`src/rtl/stall_scoreboard.sv`:
```
// Stall scoreboard: per-register result countdowns plus an MDU busy counter.
// Stalls ID while a source is not ready or while the MDU is busy.
module stall_scoreboard #(
    parameter int unsigned NSRC      = 2,
    parameter int unsigned TW        = 2,
    parameter int unsigned MD_CYCLES = 5,
    parameter int unsigned FWD_EN    = 1
) (
    input  logic               clk,
    input  logic               reset,
    input  logic               id_valid,
    input  logic [NSRC-1:0]    src_used,
    input  logic [5*NSRC-1:0]  src_addr,
    input  logic [TW*NSRC-1:0] src_tuse,
    input  logic               dst_write,
    input  logic [4:0]         dst_addr,
    input  logic [TW-1:0]      dst_tnew,
    input  logic               md_start,
    input  logic               md_use,
    output logic               stall,
    output logic [31:0]        pending,
    output logic               md_busy
);

    localparam int unsigned MW = $clog2(MD_CYCLES + 1);

    logic [TW-1:0]   count_q [1:31];
    logic [TW-1:0]   count_d [1:31];
    logic [TW-1:0]   count_rd [0:31];
    logic [MW-1:0]   md_q, md_d;
    logic [NSRC-1:0] src_haz;
    logic            md_haz;
    logic            issue;
    logic            load_dst;
    logic [4:0]      rd_addr;
    logic [TW-1:0]   rd_tuse;

    // r0 has no storage; its count always reads zero.
    always_comb begin
        count_rd[0] = '0;
        for (int r = 1; r < 32; r++) begin
            count_rd[r] = count_q[r];
        end
    end

    always_comb begin
        src_haz = '0;
        rd_addr = '0;
        rd_tuse = '0;
        for (int i = 0; i < NSRC; i++) begin
            rd_addr = src_addr[5*i +: 5];
            rd_tuse = src_tuse[TW*i +: TW];
            if (id_valid && src_used[i] && (rd_addr != 5'd0)) begin
                if (FWD_EN != 0) begin
                    src_haz[i] = count_rd[rd_addr] > rd_tuse;
                end else begin
                    src_haz[i] = count_rd[rd_addr] != '0;
                end
            end
        end
    end

    assign md_busy  = (md_q != '0);
    assign md_haz   = id_valid & md_use & md_busy;
    assign stall    = (|src_haz) | md_haz;
    assign issue    = id_valid & ~stall;
    assign load_dst = issue & dst_write & (dst_addr != 5'd0) & (dst_tnew != '0);

    // Youngest writer overwrites the entry, taking priority over the decrement.
    always_comb begin
        for (int r = 1; r < 32; r++) begin
            if (count_q[r] != '0) begin
                count_d[r] = count_q[r] - TW'(1);
            end else begin
                count_d[r] = '0;
            end
            if (load_dst && (dst_addr == 5'(r))) begin
                count_d[r] = dst_tnew;
            end
        end
    end

    always_comb begin
        if (issue && md_start) begin
            md_d = MW'(MD_CYCLES);
        end else if (md_q != '0) begin
            md_d = md_q - MW'(1);
        end else begin
            md_d = md_q;
        end
    end

    always_comb begin
        pending[0] = 1'b0;
        for (int r = 1; r < 32; r++) begin
            pending[r] = (count_q[r] != '0);
        end
    end

    always_ff @(posedge clk) begin
        if (reset) begin
            for (int r = 1; r < 32; r++) begin
                count_q[r] <= '0;
            end
            md_q <= '0;
        end else begin
            count_q <= count_d;
            md_q    <= md_d;
        end
    end

endmodule

```
`config.mk`:
```
export PLATFORM = sky130hd
export DESIGN_NAME = stall_scoreboard
export DESIGN_NICKNAME = d
export VERILOG_FILES = /design/src/rtl/stall_scoreboard.sv
export SDC_FILE = /design/constraint.sdc
export NUM_CORES = 1
export LEC_CHECK = 0
export CORE_ASPECT_RATIO = 0.5
export CORE_MARGIN = 4
export CORE_UTILIZATION = 55
export CTS_CLUSTER_SIZE = 25
export DETAILED_ROUTE_END_ITERATION = 8
export HOLD_SLACK_MARGIN = 0.06
export PLACE_DENSITY_LB_ADDON = 0.2
export SLEW_MARGIN = 20
export SYNTH_ARGS = -nofsm -noshare
export SYNTH_HDL_FRONTEND = slang
export SYNTH_SLANG_ARGS = --single-unit
```
`constraint.sdc`:
```
create_clock -name clk -period 6.7 [get_ports clk]
set_input_delay 2.01 -clock clk [delete_from_list [all_inputs] [get_ports clk]]
set_output_delay 2.01 -clock clk [all_outputs]
set_load 0.01 [all_outputs]
```
Word level (Yosys, flattened, before mapping)

Index checks and enable logic that the tools add are counted.

Register bits after elaboration: 65
Input bits: 29
Output and inout bits: 34
Logic and storage cells: 257

Add/sub/neg operators: 32
$lt $le $gt $ge: 4
Equality and inequality tests: 31
Multiplexer cells: 72
Bitwise gates (word level): 10
Reductions and logical operators: 75

Operators with widths:

| operator                                                            | number |
|---|---|
| 2-bit 2-to-1 mux                                                    | 66 |
| 5-bit == test (second input constant)                               | 16 |
| 2-bit nonzero test                                                  | 33 |
| 2-bit by 1-bit subtractor with 2-bit output (second input constant) | 31 |
| 5-bit by 4-bit == test with 1-bit output (second input constant)    | 8 |
| 1-bit logical AND                                                   | 36 |
| 2-bit binary-select mux with 5-bit select                           | 2 |
| 5-bit by 3-bit == test with 1-bit output (second input constant)    | 4 |
| 5-bit nonzero test                                                  | 3 |
| 6-bit >= comparator (second input constant)                         | 2 |
| 5-bit NOT with 6-bit output                                         | 2 |
| 5-bit by 2-bit == test with 1-bit output (second input constant)    | 2 |
| 1-bit bitwise AND                                                   | 6 |
| 3-bit 2-to-1 mux                                                    | 2 |
| 5-bit by 1-bit == test with 1-bit output (second input constant)    | 1 |
| 2-bit greater-than comparator                                       | 2 |
| 2-bit OR reduction                                                  | 2 |
| 3-bit nonzero test                                                  | 1 |
| 3-bit by 1-bit subtractor with 3-bit output (second input constant) | 1 |
| 1-bit 2-to-1 mux                                                    | 2 |
| 1-bit NOT                                                           | 1 |
| 1-bit bitwise OR                                                    | 1 |

Depth between registers and ports, before layout

Depth in word-level cells: 15
Depth in mapped cells: 14
Gate-level depth less buffers: 11

Worst setup path after synthesis

OpenSTA, ideal clock, no wires.

Path kind: input to output
From: input port src_addr[5]
To: output port stall
Arrival: 4.330 ns
Data required time: 4.690 ns
Setup slack: 0.360 ns
Cell stages on the path: 11
Buffers on the path: 3
Cells stage by stage: buf_2 -> buf_2 -> mux4_2 -> o32ai_1 -> nor4_1 -> ha_1 -> nor2b_1 -> o2111ai_1 -> o22a_4 -> buf_6 -> nand2_1

Longest elaborated chain between the ends: 8
Elaborated cells between the ends (all ways): 10
Classes of those cells: order compare: 1; mux: 4; bitwise: 2; reduce/logical: 3

RTL lines:

| what                                      | line | RTL |
|---|---|---|
| from (decl)                               | 13   | `input logic [5*NSRC-1:0] src_addr,` |
| 5-bit NOT with 6-bit output               | -    |  |
| 2-bit binary-select mux with 5-bit select | -    |  |
| 2-bit 2-to-1 mux (2 in series)            | -    |  |
| 2-bit greater-than comparator             | 55   | `src_haz[i] = count_rd[rd_addr] > rd_tuse;` |
| 1-bit 2-to-1 mux *                        | 53   | `if (id_valid && src_used[i] && (rd_addr != 5'd0)) begin` |
| 2-bit OR reduction *                      | 65   | `assign stall = (\|src_haz) \| md_haz;` |
| 1-bit bitwise OR *                        | 65   |  |
| to (decl)                                 | 20   | `output logic stall,` |

Every way passes the cells marked *; elsewhere a longest branch is shown, timed or not. The select of a mux whose other input is x is not followed.

Worst setup path after layout

From: input port src_addr[0]
To: output port stall

Same word-level chain as after synthesis.

==> flow_summary.yaml <==
status:
  status: "finished, final reports clean"
clock_network:
  path_clk_slew_ns: 0.06
  h-tree-depth: 3
  cts_tree: "yes"
  clk_latency_ns: 0.34
  clockRootBuffer: "clkbuf_16"
  cts_buffer_depth: 2
  cts_inserted_buffers: 9
  hold_buffers: 0
  cts_num_sinks: 65
setup_path:
  slowest_stage: "mux4_2"
  rr_startpoint: "count_q[51]$_SDFF_PP0_"
  cp_cell_sequence: "dlygate4sd2_1, buf_12, mux4_2, o211ai_1, o311a_1, a211oi_1, ha_1, nor2b_4, o2111ai_4, o22a_4, nand2_1, buf_2"
  crit_required_ns: 4.69
  crit_start: "src_addr[0]"
  cp-start-kind: "primary input"
  max_stage_delay_ns: 0.54
  cp-end-kind: "primary output"
  crit_fanout: 6
  crit_type: "primary input to primary output"
  r2r_slack_ns: 3.35
  cp.arrival_ns: 4.59
sta:
  min_period_ns: 6.595
  min_period_over_period_pct: 98.44
  tightest_slew_ns: 1.138
  hold_ws_ns: 0.5254
  hold_viol: 0
  fin_skew_ns: 0.007129
  rsz0062_at_grt: "no"
  drv_slew: 0
  fmax_ghz: 0.1516
  maxSlewHeadroom_pct: 23.99
  finalSetupViolCount: 0
placed_design:
  hpwl_mm: 9.234
  dp_cells: 584
  gp_congestion: 0.9904
  dpl_cell_area_sq_mm: 0.005216
  portBuffers: 61
floorplan:
  core_region_area_sq_mm: 0.007542
  dieArea_sq_mm: 0.009588
  die_h_microns: 71.27
  rows: 22
  fp.dieW_microns: 134.5
  initial_utilization_pct: 58.38
  pin_count: 63
flow_run:
  drv_cap: 0
logic_synthesis:
  avgSynthCellArea_sq_um: 10.36
  synth_seq_cells: 65
  netlist_instances: 425
  yosys-top-cells-count: "mux2i_1 (67), dfxtp_1 (65), nand3b_1 (33)"
  synth_top_cells_by_area: "dfxtp_1 (30%), mux2i_1 (15%), mux4_2 (14%)"
  yosys.area.top_type: "dfxtp_1"
  netlist_area_sq_mm: 0.004403
  synth_seq_area_share_pct: 29.55
  yosysTopAreaCellShare_pct: 29.55
  synth_cell_types: 56
  synth.most_common_cell: "mux2i_1"
  synth_top_flop_cell: "dfxtp_1"
  synth_edf_count: 0
  synth_nets: 460
  synthArstFlopShare_pct: 0
  yosys_warnings: 0
drt:
  drt-initial-drc-count: 457
  ant_nets: 0
  num_vias: 4004
  viasPerCell: 6.596
  wl_per_cell_microns: 22.90
  routed_wl_mm: 13.90
  dr.pass1.iters: 5
  drc: 0
finish:
  syn2layout_area_growth_pct: 28.19
  diodes: 0
  drive_gt1_share_pct: 31.26
  nets: 530
  layout.cells.non_filler: 607
  fin_area_sq_mm: 0.005644
  fin_util_pct: 74.83
global_route:
  antenna_found_initial: 0
  grt_pass1_vias: 4058
  grt-ovfl-total: 0
  grt_usage_pct: 29.61
  grt_pass1_wl_mm: 21.94
  grt_max_degree: 40
power:
  powerDensity_mw_per_mm2: 195.6
  leakagePower_nw: 2.362
  vdd_drop_max_v: 0.0001544
hold_path:
  hold_class: "flop to flop"
  hp-start: "count_q[52]$_SDFF_PP0_"
final timing paths:
check / to / cells after the start
worst max-delay path: stall / 12
worst min-delay path: count_q[53]$_SDFF_PP0_ / 2
worst max register to register: count_q[24]$_SDFF_PP0_ / 11
worst min register to register: count_q[53]$_SDFF_PP0_ / 2
state kept, by name, summed over array words and instances (netlist names):
| name | count |
|---|---|
| count_q | 62 |
| md_q | 3 |
report_power, final:
| group | switching [mW] | internal, mW | total [mW] |
|---|---|---|---|
| clock network | 0.169 | 0.306 | 0.476 |
| registers | 0.00664 | 0.396 | 0.403 |
| logic | 0.121 | 0.104 | 0.225 |
area by class of cell:
cell class,count,area (sq um)
Clock buffer,13,260.3
Clock inverter,2,37.54
Timing Repair Buffer,90,939.7
Fill cell,503,1898
Tap cell,108,135.1
Inverter,9,33.78
Sequential cell,65,1301
Multi-Input combinational cell,320,2937
layout by cell type (no fill, tap or decap), drive strengths merged, types with 3 or more instances in the layout:
cell type	Yosys	final
clkbuf	16	14
nor3b	3	3
and3	13	13
nor2b	7	7
mux2i	67	67
dlygate4sd2	0	3
buf	15	29
nand2	13	13
nand3b	33	33
mux4	28	28
or2	31	31
nor2	12	12
clkdlybuf4s50	0	56
nor3	3	3
ha	6	6
nand3	19	19
or3b	32	32
dfxtp	65	65
inv	9	9
a21oi	7	7
o21ai	5	5
o22ai	4	4
worst max-delay path: cells and delay by family:
kind	cells	cell delay, ns
AOI/OAI and AO/OA	5	1.01
muxes	1	0.54
buffers and inverters	3	0.49
adders and majority gates	1	0.31
and+or+nand+nor	2	0.21
metal layers:
layer	up-vias	GRT usage, %	part of all wire [%]
met5	-	0	0
met4	0	13.66	4.1
met3	66	11.15	11
met2	268	45.61	45
met1	1931	37.38	40
li1	1739	-	-
cell families after synthesis:
kind of cell | share of synthesized area [%]
XOR/XNOR | 0.1990
AO/OA/AOI/OAI | 5.854
flip-flops | 29.55
AND/OR/NAND/NOR | 28.02
buffers and inverters | 4.518
adder cells (fa/ha/maj) | 1.705
multiplexers | 30.07
other | 0.08517
through the flow:
stage	power, mW	setup WS [ns]	setup TNS (ns)
floorplan	0.5418	0.3596	0
global placement	0.6069	-0.3311	-0.3311
detailed placement	0.6185	-0.4354	-0.4354
CTS	1.096	0.05486	0
global route	1.141	0.04006	0
finish	1.104	0.1045	0
what timing repair did:
action	CTS	global route
setup endpoints to repair	1	1
resized for setup	13	5
buffers inserted	6	1
pin swaps	3	4
gates cloned	1	0
hold endpoints to repair	0	0
Power figures use the tool's default switching activity.
